**config.mk**
```make
export PLATFORM = sky130hd
export DESIGN_NAME = ring_pe_port_flat
export DESIGN_NICKNAME = d
export VERILOG_FILES = /design/src/rtl/ring_pe_port_pkg.sv /design/src/rtl/ring_pe_port_if.sv /design/src/rtl/ring_pe_port_vc_slot.sv /design/src/rtl/ring_pe_port.sv /design/src/flat_wrapper.sv
export SDC_FILE = /design/constraint.sdc
export NUM_CORES = 1
export LEC_CHECK = 0
export BUFFER_PORTS_ARGS = -buffer_cell sky130_fd_sc_hd__buf_2
export CORE_UTILIZATION = 48
export CTS_CLUSTER_DIAMETER = 100
export CTS_CLUSTER_SIZE = 40
export DETAILED_ROUTE_END_ITERATION = 8
export GPL_ROUTABILITY_DRIVEN = 0
export GPL_TIMING_DRIVEN = 0
export PLACE_DENSITY_LB_ADDON = 0.08
export SLEW_MARGIN = 10
export SYNTH_ARGS = -nofsm -noshare
export SYNTH_HDL_FRONTEND = slang
export SYNTH_SLANG_ARGS = --single-unit
```
**constraint.sdc**
```tcl
create_clock -name clk -period 1.6 [get_ports clk]
set_input_delay 0 -clock clk [delete_from_list [all_inputs] [get_ports clk]]
set_output_delay 0 -clock clk [all_outputs]
set_load 0.01 [all_outputs]
```
**src/rtl/ring_pe_port_pkg.sv**
```systemverilog
// Shared constants for the ring endpoint: widths, VC tag position, phase encoding.
package ring_pe_port_pkg;

    localparam int DATA_WIDTH = 64;
    localparam int CNT_WIDTH  = 16;
    localparam int NUM_VC     = 2;
    localparam int VC_BIT     = 0;

    // Polarity phase; the value doubles as the VC the router side owns.
    typedef enum logic {
        EVEN = 1'b0,
        ODD  = 1'b1
    } pol_e;

endpackage

```
**src/rtl/ring_pe_port_if.sv**
```systemverilog
// NIC-facing link plus router-core inject/eject handshakes of one ring node.
interface ring_pe_port_if #(
    parameter int DATA_WIDTH = 64
);
    // NIC side
    logic                  pesi;
    logic [DATA_WIDTH-1:0] pedi;
    logic                  pero;
    logic                  peso;
    logic                  peri;
    logic [DATA_WIDTH-1:0] pedo;
    logic                  polarity;
    // router-core side
    logic                  inj_send;
    logic                  inj_ready;
    logic [DATA_WIDTH-1:0] inj_data;
    logic                  ej_send;
    logic                  ej_ready;
    logic [DATA_WIDTH-1:0] ej_data;

    // Port view (the endpoint itself)
    modport slave (
        input  pesi, pedi, peri, inj_ready, ej_send, ej_data,
        output pero, peso, pedo, polarity, inj_send, inj_data, ej_ready
    );

    // Environment view (NIC + router core)
    modport master (
        output pesi, pedi, peri, inj_ready, ej_send, ej_data,
        input  pero, peso, pedo, polarity, inj_send, inj_data, ej_ready
    );

endinterface

```
**src/rtl/ring_pe_port_vc_slot.sv**
```systemverilog
// One-entry packet buffer with full flag. Data is zeroed whenever the slot
// is empty so readers can forward it without an extra mux.
module vc_slot
    import ring_pe_port_pkg::*;
#(
    parameter int W = DATA_WIDTH
) (
    input  logic         clk,
    input  logic         reset,
    input  logic         i_load,
    input  logic         i_clear,
    input  logic [W-1:0] i_data,
    output logic         o_full,
    output logic [W-1:0] o_data
);

    logic         r_full;
    logic [W-1:0] r_data;
    logic         w_full_nxt;
    logic [W-1:0] w_data_nxt;

    // Next state: load after clear so a load always lands (the phase scheme
    // never asserts both on one slot in the same cycle).
    always_comb begin
        w_full_nxt = r_full;
        w_data_nxt = r_data;
        if (i_clear) begin
            w_full_nxt = 1'b0;
            w_data_nxt = '0;
        end
        if (i_load) begin
            w_full_nxt = 1'b1;
            w_data_nxt = i_data;
        end
    end

    // Slot state, discarded on async reset.
    always_ff @(posedge clk or negedge reset) begin
        if (!reset) begin
            r_full <= 1'b0;
            r_data <= '0;
        end else begin
            r_full <= w_full_nxt;
            r_data <= w_data_nxt;
        end
    end

    assign o_full = r_full;
    assign o_data = r_data;

endmodule

```
**src/rtl/ring_pe_port.sv**
```systemverilog
// Ring-side endpoint: two inject and two eject VC slots, time-multiplexed by
// polarity. In phase p the NIC side owns VC ~p and the router side owns VC p,
// so no slot is ever read and written in the same cycle.
module ring_pe_port
    import ring_pe_port_pkg::*;
#(
    parameter int DATA_WIDTH = ring_pe_port_pkg::DATA_WIDTH,
    parameter int CNT_WIDTH  = ring_pe_port_pkg::CNT_WIDTH
) (
    input  logic                 clk,
    input  logic                 reset,
    ring_pe_port_if.slave        bus,
    output logic [CNT_WIDTH-1:0] inj_cnt,
    output logic [CNT_WIDTH-1:0] ej_cnt
);

    pol_e r_pol;
    pol_e w_pol_nxt;
    logic r_run;
    logic r_pero;
    logic [CNT_WIDTH-1:0] r_inj_cnt;
    logic [CNT_WIDTH-1:0] r_ej_cnt;

    logic w_rtr_vc;
    logic w_nic_vc;

    logic [NUM_VC-1:0]                 w_ib_load, w_ib_clr, w_ib_full, w_ib_full_nxt;
    logic [NUM_VC-1:0][DATA_WIDTH-1:0] w_ib_data;
    logic [NUM_VC-1:0]                 w_eb_load, w_eb_clr, w_eb_full;
    logic [NUM_VC-1:0][DATA_WIDTH-1:0] w_eb_data;

    logic                  w_inj_wr;
    logic                  w_inj_fire;
    logic                  w_ej_rdy;
    logic                  w_ej_wr;
    logic                  w_ej_fire;
    logic [DATA_WIDTH-1:0] w_pedi_vc;

    assign w_rtr_vc = (r_pol == ODD);
    assign w_nic_vc = ~w_rtr_vc;

    // Phase register.
    always_ff @(posedge clk or negedge reset) begin
        if (!reset) r_pol <= EVEN;
        else        r_pol <= w_pol_nxt;
    end

    // Phase toggles every cycle once out of reset.
    always_comb begin
        w_pol_nxt = EVEN;
        if (r_pol == EVEN) w_pol_nxt = ODD;
    end

    // NIC packets take the VC of the phase they arrive in, whatever tag they carry.
    always_comb begin
        w_pedi_vc         = bus.pedi;
        w_pedi_vc[VC_BIT] = w_nic_vc;
    end

    assign w_inj_wr   = bus.pesi & r_pero;
    assign w_inj_fire = w_ib_full[w_rtr_vc] & bus.inj_ready;
    assign w_ej_rdy   = r_run & ~w_eb_full[w_rtr_vc];
    assign w_ej_wr    = bus.ej_send & w_ej_rdy;
    assign w_ej_fire  = w_eb_full[w_nic_vc] & bus.peri;

    for (genvar g = 0; g < NUM_VC; g++) begin : g_vc
        localparam logic VC = 1'(g);

        assign w_ib_load[g]     = w_inj_wr   & (w_nic_vc == VC);
        assign w_ib_clr[g]      = w_inj_fire & (w_rtr_vc == VC);
        assign w_eb_load[g]     = w_ej_wr    & (w_rtr_vc == VC);
        assign w_eb_clr[g]      = w_ej_fire  & (w_nic_vc == VC);
        assign w_ib_full_nxt[g] = w_ib_load[g] | (w_ib_full[g] & ~w_ib_clr[g]);

        vc_slot #(.W(DATA_WIDTH)) u_ibuf (
            .clk     (clk),
            .reset   (reset),
            .i_load  (w_ib_load[g]),
            .i_clear (w_ib_clr[g]),
            .i_data  (w_pedi_vc),
            .o_full  (w_ib_full[g]),
            .o_data  (w_ib_data[g])
        );

        vc_slot #(.W(DATA_WIDTH)) u_ebuf (
            .clk     (clk),
            .reset   (reset),
            .i_load  (w_eb_load[g]),
            .i_clear (w_eb_clr[g]),
            .i_data  (bus.ej_data),
            .o_full  (w_eb_full[g]),
            .o_data  (w_eb_data[g])
        );
    end

    // pero for the next phase: next phase's NIC VC equals this phase's router
    // VC, so register its next-state emptiness; r_run gates ej_ready in reset.
    always_ff @(posedge clk or negedge reset) begin
        if (!reset) begin
            r_pero <= 1'b0;
            r_run  <= 1'b0;
        end else begin
            r_pero <= ~w_ib_full_nxt[w_rtr_vc];
            r_run  <= 1'b1;
        end
    end

    // Delivery counters, wrapping silently.
    always_ff @(posedge clk or negedge reset) begin
        if (!reset) begin
            r_inj_cnt <= '0;
            r_ej_cnt  <= '0;
        end else begin
            if (w_inj_fire) r_inj_cnt <= r_inj_cnt + 1'b1;
            if (w_ej_fire)  r_ej_cnt  <= r_ej_cnt + 1'b1;
        end
    end

    assign bus.polarity = w_rtr_vc;
    assign bus.pero     = r_pero;
    assign bus.inj_send = w_ib_full[w_rtr_vc];
    assign bus.inj_data = w_ib_data[w_rtr_vc];
    assign bus.ej_ready = w_ej_rdy;
    assign bus.peso     = w_eb_full[w_nic_vc];
    assign bus.pedo     = w_eb_full[w_nic_vc] ? w_eb_data[w_nic_vc] : '0;
    assign inj_cnt      = r_inj_cnt;
    assign ej_cnt       = r_ej_cnt;

endmodule

```
**src/flat_wrapper.sv**
```systemverilog
// flat-port wrapper written by rule: the top's interface ports become plain ports
module ring_pe_port_flat import ring_pe_port_pkg::*;
#(
    parameter int DATA_WIDTH = ring_pe_port_pkg::DATA_WIDTH,
    parameter int CNT_WIDTH  = ring_pe_port_pkg::CNT_WIDTH
)
  (clk, reset, inj_cnt, ej_cnt, bus_pesi, bus_pedi, bus_peri, bus_inj_ready, bus_ej_send, bus_ej_data, bus_pero, bus_peso, bus_pedo, bus_polarity, bus_inj_send, bus_inj_data, bus_ej_ready);
  ring_pe_port_if #(.DATA_WIDTH(DATA_WIDTH)) bus_i ();
  input  logic clk;
  input  logic reset;
  output logic [CNT_WIDTH-1:0] inj_cnt;
  output logic [CNT_WIDTH-1:0] ej_cnt;
  input wire logic [$bits(bus_i.pesi)-1:0] bus_pesi;
  input wire logic [$bits(bus_i.pedi)-1:0] bus_pedi;
  input wire logic [$bits(bus_i.peri)-1:0] bus_peri;
  input wire logic [$bits(bus_i.inj_ready)-1:0] bus_inj_ready;
  input wire logic [$bits(bus_i.ej_send)-1:0] bus_ej_send;
  input wire logic [$bits(bus_i.ej_data)-1:0] bus_ej_data;
  output wire logic [$bits(bus_i.pero)-1:0] bus_pero;
  output wire logic [$bits(bus_i.peso)-1:0] bus_peso;
  output wire logic [$bits(bus_i.pedo)-1:0] bus_pedo;
  output wire logic [$bits(bus_i.polarity)-1:0] bus_polarity;
  output wire logic [$bits(bus_i.inj_send)-1:0] bus_inj_send;
  output wire logic [$bits(bus_i.inj_data)-1:0] bus_inj_data;
  output wire logic [$bits(bus_i.ej_ready)-1:0] bus_ej_ready;
  assign bus_i.pesi = bus_pesi;
  assign bus_i.pedi = bus_pedi;
  assign bus_i.peri = bus_peri;
  assign bus_i.inj_ready = bus_inj_ready;
  assign bus_i.ej_send = bus_ej_send;
  assign bus_i.ej_data = bus_ej_data;
  assign bus_pero = bus_i.pero;
  assign bus_peso = bus_i.peso;
  assign bus_pedo = bus_i.pedo;
  assign bus_polarity = bus_i.polarity;
  assign bus_inj_send = bus_i.inj_send;
  assign bus_inj_data = bus_i.inj_data;
  assign bus_ej_ready = bus_i.ej_ready;
  ring_pe_port #(.DATA_WIDTH(DATA_WIDTH), .CNT_WIDTH(CNT_WIDTH)) u_core (.clk(clk), .reset(reset), .bus(bus_i), .inj_cnt(inj_cnt), .ej_cnt(ej_cnt));
endmodule
```
Word-level counts from Yosys, hierarchy flattened
Index checks and enable logic that the tools add are counted.
Word-level totals
  logic and storage cells: 73
  output and inout port bits: 165
  register bits: 295
  input bits: 134
Cells by class
  add/subtract/negate cells: 2
  order comparisons: 2
  muxes and demuxes: 30
  bitwise operators: 22
  reductions and logical operators: 4
Operator list (count)
  $mux 64: 13
  $add 16x1->16 const B: 2
  $mux 1: 17
  $and 1x1->1: 15
  $reduce_bool 2->1: 4
  $not 1->1: 5
  $lt 1x2->1 const B: 2
  $or 1x1->1: 2

Longest topological paths before layout
Gate-level depths: netlist (run 1).
  depth after elaboration: 10
  mapped depth: 6
  depth with buffers taken out: 5

Cells and area by module
A second synthesis (run 1) with hierarchy kept.
Unflattened totals
  cells, all modules: 931
  area total of the unflattened synthesis: 12597.1 um^2
By module, submodules not included
  vc_slot: cells an instance 145, times used 4, sequential area each 1626.6 um^2, area each 2327.2 um^2
  ring_pe_port: cells an instance 351, times used 1, sequential area each 875.8 um^2, area each 3288.2 um^2

Worst setup path before layout (run 1)
Ideal clock, no wire load.
  path type: register -> register
  start: register u_core.r_pol, in the netlist u_core.bus.polarity
  end: register u_core.r_ej_cnt[14], in the netlist u_core.ej_cnt[14]
  buffers on the path: 1
  slack: -0.017 ns
  data required time: 1.521 ns
  cell stages (with the launch flop): 6
  arrival time: 1.538 ns
  clock period less this slack: 1.617 ns
  cell sequence: dfrtp_1 -> buf_4 -> mux2i_1 -> or4b_4 -> nor3_2 -> xor2_1
Between the ends
  word-level cells in the longest chain between the ends: 3
Ends and longest elaborated chain
  start: declaration: line ring_pe_port.sv:17  | pol_e r_pol;
  start signal: assignment: line ring_pe_port.sv:45  | else r_pol <= w_pol_nxt;
  $mux 1 (implied by the code) (2 in a row): line ring_pe_port.sv:64  | assign w_ej_fire = w_eb_full[w_nic_vc] & bus.peri;
  $and 1x1->1: line ring_pe_port.sv:64
  end signal: assignment: line ring_pe_port.sv:115  | if (w_ej_fire) r_ej_cnt <= r_ej_cnt + 1'b1;
  end: declaration: line ring_pe_port.sv:22  | logic [CNT_WIDTH-1:0] r_ej_cnt;
No other way between the ends. The select of a mux whose other input is x is not followed.
A chain may end at the register's enable or synchronous reset.

Final worst setup path (run 1)
  start: register u_core.r_pol, in the netlist u_core.bus.polarity
  end: output port bus_pedo[22]
Between the ends
  word-level cells in the longest chain between the ends: 3
  elaborated cells on any way between the ends: 5
  classes of those cells: mux (5)
Ends and longest elaborated chain
  $mux 64 (implied by the code) / $mux 1 (equally long branches) (2 in a row): line ring_pe_port.sv:125  | assign bus.pedo = w_eb_full[w_nic_vc] ? w_eb_data[w_nic_vc] : '0;
  $mux 64 *: line ring_pe_port.sv:125
  end: declaration: line flat_wrapper.sv:21  | output wire logic [$bits(bus_i.pedo)-1:0] bus_pedo;
Every way passes the cells marked *; elsewhere a longest branch is shown, timed or not. The select of a mux whose other input is x is not followed.

==> results of run 1 <==
==> routing by layer <==
metal / part of all wire, % / up-vias / track usage [%]
met1: 44 / 5117 / 35.56
met5: 0 / - / 0
met3: 5.7 / 53 / 4.443
met2: 49 / 318 / 42.08
met4: 2.1 / 0 / 5.575
li1: - / 4476 / -
==> metrics by stage <==
step	util, %	std cells
floorplan	-	929
global placement	56.48	1555
detailed placement	56.85	1558
CTS	68.21	1726
global route	73.56	1767
finish	73.56	1767
==> cells in the final DEF (no fill, tap or decap), types with 3 or more instances in the layout <==
| cell | count |
|---|---|
| xnor2_1 | 22 |
| nand4_1 | 12 |
| nor2_2 | 27 |
| buf_2 | 231 |
| mux2i_4 | 6 |
| clkbuf_4 | 4 |
| buf_12 | 22 |
| clkbuf_16 | 23 |
| buf_6 | 100 |
| nand2_1 | 14 |
| mux2_4 | 57 |
| buf_4 | 29 |
| buf_16 | 6 |
| and3_1 | 4 |
| mux2i_1 | 56 |
| dfrtp_1 | 294 |
| o21ai_0 | 3 |
| nor2_1 | 34 |
| mux2i_2 | 5 |
| nor3_4 | 4 |
| a31oi_4 | 5 |
| buf_8 | 21 |
| a22o_1 | 254 |
| clkbuf_1 | 3 |
| clkbuf_2 | 3 |
| nand3_1 | 7 |
| nor2_4 | 11 |
| inv_1 | 3 |
| xor2_1 | 8 |
| dlygate4sd3_1 | 132 |
| mux2_2 | 9 |
==> logic make-up after synthesis <==
| family | count (synthesis) | synth area share, % |
|---|---|---|
| AO/OA/AOI/OAI | 263 | 18.76 |
| XOR/XNOR | 30 | 2.138 |
| adder cells (fa/ha/maj) | 2 | 0.2036 |
| buffers and inverters | 81 | 2.912 |
| flip-flops | 294 | 59.88 |
| multiplexers | 133 | 11.51 |
| other | 1 | 0.03052 |
| AND/OR/NAND/NOR | 125 | 4.572 |
==> worst max-delay path, delay by kind of cell (launching register included) <==
kind	cells	cell delay (ps)
buffers and inverters	5	760
flip-flops	1	410
multiplexers	1	180
AND/OR/NAND/NOR	1	110
==> Yosys cell counts, types with 2 or more instances <==
library cell / n / area, um2
buf_1: 8 / 30.03
dfrtp_1: 294 / 7357
buf_2: 40 / 200.2
xor2_1: 8 / 70.07
xnor2_1: 22 / 192.7
and2_1: 2 / 12.51
nand4_1: 12 / 75.07
and3_1: 4 / 25.02
mux2_2: 66 / 743.2
nor4_1: 2 / 12.51
a22o_1: 254 / 2225
nand2_1: 15 / 56.30
clkbuf_1: 26 / 97.59
nand3_1: 9 / 45.04
mux2i_1: 67 / 670.6
inv_1: 5 / 18.77
nor2_1: 71 / 266.5
a21o_1: 2 / 15.01
a31oi_2: 4 / 50.05
o21ai_0: 3 / 15.01
nor3_1: 5 / 25.02
ha_1: 2 / 25.02
==> power groups by stage <==
| stage | Clock (W) | Combinational [W] | Sequential, W |
|---|---|---|---|
| after floorplan | 0 | 0.00171 | 0.00905 |
| after global placement | 0 | 0.00289 | 0.00913 |
| after detailed placement | 0 | 0.00297 | 0.00914 |
| after CTS | 0.00423 | 0.00362 | 0.00903 |
| after global routing | 0.00443 | 0.00442 | 0.00922 |
| final | 0.00411 | 0.00412 | 0.00910 |
==> area by class of cell <==
class / instances / area (um2)
flip-flops and latches: 294 / 7357
fillers: 1685 / 6638
multi-input cells: 555 / 5190
repair buffers: 487 / 4170
plain buffers: 74 / 888.4
well taps: 330 / 412.9
clock buffers: 14 / 329.1
clock inverters: 6 / 91.34
inverters: 6 / 30.03
diodes: 1 / 2.502
==> path summary, 6_finish.rpt <==
check | slack (ps) | endpoint | cells after the start | start
min in group clk | 200 | u_core.g_vc[1].u_ebuf.o_data[12]$_DFFE_PN0P_ | 5 | bus_ej_send
max reg2reg | -340 | u_core.ej_cnt[14]$_DFFE_PN0P_ | 7 | u_core.bus.polarity$_DFF_PN0_
max in group asynchronous | 360 | u_core.g_vc[0].u_ibuf.o_data[16]$_DFFE_PN0P_ | 3 | reset
max | -390 | bus_pedo[22] | 7 | u_core.bus.polarity$_DFF_PN0_
min reg2reg | 480 | u_core.inj_cnt[15]$_DFFE_PN0P_ | 1 | u_core.inj_cnt[15]$_DFFE_PN0P_
min | 40 | u_core.g_vc[1].u_ibuf.o_data[10]$_DFFE_PN0P_ | 3 | reset
==> flip-flops by register name (all words and copies together), names as in the netlist <==
signal / cells
u_core.bus.pero: 1
u_core.bus.polarity: 1
u_core.ej_cnt: 16
u_core.g_vc.u_ebuf.o_data: 128
u_core.g_vc.u_ebuf.o_full: 2
u_core.g_vc.u_ibuf.o_data: 128
u_core.g_vc.u_ibuf.o_full: 1
u_core.inj_cnt: 16
u_core.r_run: 1
==> what timing repair did <==
action / in CTS / in global routing
gates cloned: 3 / 13
endpoints found under the setup margin: 411 / 411
gates resized for setup: 233 / 275
hold buffers: 131 / 2
pin swaps: 5 / 16
setup buffers: 14 / 26
hold endpoints to repair: 485 / 15
==> run_results.csv, run 1 <==
group,metric,value,unit
cells_and_area,final_area,18470,um2
power_and_ir_drop,p_per_area,938.0,nW/um2
critical_path,slowest_delay,410,ps
critical_path,critical_path_required,1600,ps
synthesis,ys.flop_type,"dfrtp_1",
sta,timing.final.crit_share,124.2,%
detailed_routing,avgViaCountPerCell,5.639,
synthesis,async_flop_share,100.0,%
grt,antenna_found_initial,1,
sta,worst_pin_slew,795.5,ps
sta,slew_viol_final,0,
detailed_routing,vias,9964,
run_status,violations,"negative setup slack",
sta,tns,-71830,ps
detailed_routing,ant_nets,0,
synthesis,synth-edff-count,0,
synthesis,synthCells,929,
cts,cts_sinks,294,
synthesis,synthesis.nets,1065,
min_path,min_path_type,"in -> async",
grt,grt_first_pass_wirelength,53.77,mm
cts,clock_tree.buffer_depth,3,
power_and_ir_drop,power.net_switching,0.004998,W
power_and_ir_drop,pwr-share-clk,23.7,%
critical_path,endpoint_kind,"output port",
critical_path,crit_arrival,1990,ps
floorplan,dieArea,26240,um2
power_and_ir_drop,ir_drop,1.290,mV
synthesis,ys_warn_count,0,
synthesis,synth_seq_cells,294,
sta,finalHoldViolCount,0,
sta,fin_skew,31.52,ps
cells_and_area,nets,1566,
cts,cts_tree,"built",
placement,dpl.hpwl,21.65,mm
synthesis,synth.distinct_cells,30,
detailed_routing,wl_per_cell,20.68,um
cells_and_area,area_growth,50.34,%
power_and_ir_drop,power_frac_comb,23.8,%
synthesis,syn-mean-instance-area,13.23,um2
cts,root_buffer,"clkbuf_16",
run_status,outcome,"complete, but fails checks",
placement,pre_cts_slack,-624.6,ps
placement,place_area,14270,um2
power_and_ir_drop,switching_share,28.85,%
synthesis,syn_area,12290,um2
critical_path,critPathMaxFanout,10,
critical_path,worst-setup-path-type,"reg -> out",
grt,grt.total_usage,25.58,%
floorplan,core-area,25110,um2
grt,grt_pass1_vias,9802,
grt,grt-ovfl-total,0,
power_and_ir_drop,pwr-share-seq,52.5,%
cts,cts-buffers-inserted,12,
cts,path_clk_slew,150,ps
cells_and_area,drive_above_1_share,40.46,%
critical_path,start_kind,"flop",
sta,fmax,503.1,MHz
floorplan,die_x,162.0,um
floorplan,die_h,162.0,um
floorplan,initial_core_util,48.93,%
sta,hold_ws,40.66,ps
floorplan,num_rows,58,
power_and_ir_drop,p_leak,9.673,nW
critical_path,slowest_stage,"dfrtp_1",
critical_path,cpMostUsedCell,"buf_12",
sta,fin_ws,-387.6,ps
detailed_routing,drc_errors,0,
sta,timing.slew.headroom,46.79,%
grt,grt_max_degree,111,
cts,htree_levels,1,
job,max_cap_viol_count,0,
critical_path,path_cells,"buf_6 > buf_12 > mux2i_4 > clkbuf_16 > buf_12 > nor2_1 > buf_2",
detailed_routing,dr.pass1.iters,6,
cts,clk-insertion-delay-late,510,ps
detailed_routing,routed_wl,36.54,mm
power_and_ir_drop,power,0.01733,W
placement,port_buffers,296,
synthesis,seq_area_frac_synth,59.88,%
sta,period_minus_slack,1988,ps
floorplan,io_pins,299,
sta,grt_setup_unrepaired,"yes",
power_and_ir_drop,intPower,0.01233,W
detailed_routing,drtIter0Drc,768,
sta,finalSetupViolations,348,
No activity file was read; power rests on OpenSTA's default activity.
==> run 2: changes to the inputs <==
Settings changed: CTS_BUF_LIST set to sky130_fd_sc_hd__clkbuf_16.
==> run 2 against run 1 <==
Net effect: the flow still finishes with violations (negative setup slack); clock power is essentially flat; global-route usage fell by 0.14 points; combinational power shrank 4%; utilization shrank 1.7 points; critical endpoint unchanged.
==> run_results.csv, run 2 (same netlist as run 1, synthesis figures left out) <==
group,metric,value,unit
detailed_routing,dr.pass1.iters,5,
cells_and_area,fillers,1730,
detailed_routing,avgViaCountPerCell,5.671,
sta,tns,-90900,ps
cells_and_area,layout_common_cells,"dfrtp_1, a22o_1, buf_2",
run_status,outcome,"complete, but fails checks",
grt,grt_max_degree,111,
sta,finalHoldViolCount,0,
power_and_ir_drop,p_leak,9.536,nW
detailed_routing,ant_nets,0,
cells_and_area,multi_input_area,5136,um2
cts,cts_tree,"built",
cells_and_area,final_common_cell,"dfrtp_1",
cts,clock_tree.buffer_depth,3,
sta,hold_ws,39.39,ps
critical_path,critPathMaxFanout,10,
cts,root_buffer,"clkbuf_16",
placement,dpl.hpwl,21.65,mm
cts,path_clk_slew,150,ps
job,max_cap_viol_count,0,
sta,fin_ws,-393.2,ps
sta,timing.final.crit_share,124.6,%
sta,finalSetupViolations,404,
sta,fmax,501.7,MHz
critical_path,worst-setup-path-type,"reg -> out",
grt,grt.total_usage,25.44,%
min_path,min_path_type,"in -> async",
critical_path,start_kind,"flop",
cells_and_area,layout.cells.non_filler,1753,
detailed_routing,vias,9942,
critical_path,endpoint_kind,"output port",
cells_and_area,regArea,7357,um2
critical_path,critical_path_required,1600,ps
sta,slew_viol_final,0,
sta,period_minus_slack,1993,ps
critical_path,crit_arrival,1990,ps
grt,grt_first_pass_wirelength,53.54,mm
floorplan,initial_core_util,48.93,%
cts,cts-buffers-inserted,12,
detailed_routing,wl_per_cell,20.44,um
grt,grt-ovfl-total,0,
sta,fin_skew,26.30,ps
cells_and_area,area_growth,46.88,%
critical_path,rr_startpoint,"u_core.bus.polarity$_DFF_PN0_",
detailed_routing,drtIter0Drc,737,
floorplan,die_x,162.0,um
cells_and_area,nets,1552,
power_and_ir_drop,p_per_area,951.5,nW/um2
critical_path,worst-r2r-setup-slack,-370,ps
grt,antenna_found_initial,1,
detailed_routing,routed_wl,35.83,mm
placement,pre_cts_slack,-624.6,ps
cts,clk-insertion-delay-late,510,ps
detailed_routing,drc_errors,0,
critical_path,reg2reg_to,"u_core.g_vc[0].u_ebuf.o_data[53]$_DFFE_PN0P_",
run_status,violations,"negative setup slack",
power_and_ir_drop,ir_drop,1.297,mV
floorplan,core-area,25110,um2
cts,htree_levels,1,
cts,cts_sinks,294,
floorplan,die_h,162.0,um
placement,port_buffers,296,
floorplan,io_pins,299,
cells_and_area,drive_above_1_share,39.24,%
sta,timing.slew.headroom,45.46,%
placement,dp.cells,1558,
sta,worst_pin_slew,815.4,ps
grt,grt_pass1_vias,9838,
floorplan,num_rows,58,
critical_path,reg2reg_depth,9,
sta,grt_setup_unrepaired,"yes",
floorplan,dieArea,26240,um2
[run 2: cell count changes in the layout (fill, tap and decap cells not counted), sizes merged]
cell,previous run,this run
a31oi,5,4
buf,409,384
clkbuf,34,45
inv,8,9
[run 2: where the power goes]
group | switching (W) | internal (W) | total [W]
Combinational | 0.00174 | 0.00223 | 0.00397
Sequential | 0.000712 | 0.00838 | 0.00909
Clock | 0.00251 | 0.00160 | 0.00411
Total | 0.00496 | 0.0122 | 0.0172
[run 2: worst max-delay path by stage]
stage	endpoint	from	slack, ps	depth (start not counted)
2_1_floorplan	u_core.ej_cnt[14]$_DFFE_PN0P_	u_core.bus.polarity$_DFF_PN0_	-20	5
3_3_place_gp	u_core.g_vc[0].u_ebuf.o_data[27]$_DFFE_PN0P_	reset	-5030	1
4_1_cts	bus_pedo[7]	u_core.bus.polarity$_DFF_PN0_	-400	7
5_1_grt	bus_pedo[24]	u_core.bus.polarity$_DFF_PN0_	-490	7
6_report	bus_pedo[22]	u_core.bus.polarity$_DFF_PN0_	-390	7
3_5_place_dp	u_core.g_vc[0].u_ebuf.o_data[52]$_DFFE_PN0P_	u_core.bus.polarity$_DFF_PN0_	-620	5
[run 2: final cells by class]
| type | count | share of cell area (%) |
|---|---|---|
| antenna | 1 | 0.01387 |
| buffer | 74 | 3.834 |
| clock buffer | 13 | 1.803 |
| clock inverter | 7 | 0.5269 |
| inverter | 6 | 0.1803 |
| multi-input combinational | 554 | 28.46 |
| sequential | 294 | 40.77 |
| tap | 330 | 2.288 |
| timing repair buffer | 474 | 22.13 |
[run 2: layer usage]
layer / track usage [%] / share of wire (%)
met5: 0 / 0
met4: 5.489 / 1.8
met3: 4.392 / 6.1
met2: 41.47 / 49
met1: 35.73 / 44
[run 2: worst max-delay path, cell delays in order, from the launching register on]
cell	delay, ps
dfrtp_1	410
buf_6	130
buf_12	120
mux2i_4	190
clkbuf_16	200
buf_12	160
nor2_1	110
buf_2	150
[run 2: repair_timing]
item                                   CTS  global route
hold buffers                           131             2
gates cloned                             3             7
setup endpoints to repair              411           413
pin swaps                               21             7
endpoints found under the hold margin  490            16
resized for setup                      232           159
buffers inserted                        29             4
[run 2: through the flow]
stage,util [%],power (W),area [um2]
6_report,71.88,0.01717,18050
5_1_grt,71.88,0.01791,18050
4_1_cts,68.62,0.01690,17230
3_5_place_dp,56.85,0.01211,14270
3_3_place_gp,56.48,0.01202,14180
2_1_floorplan,-,0.01076,12290
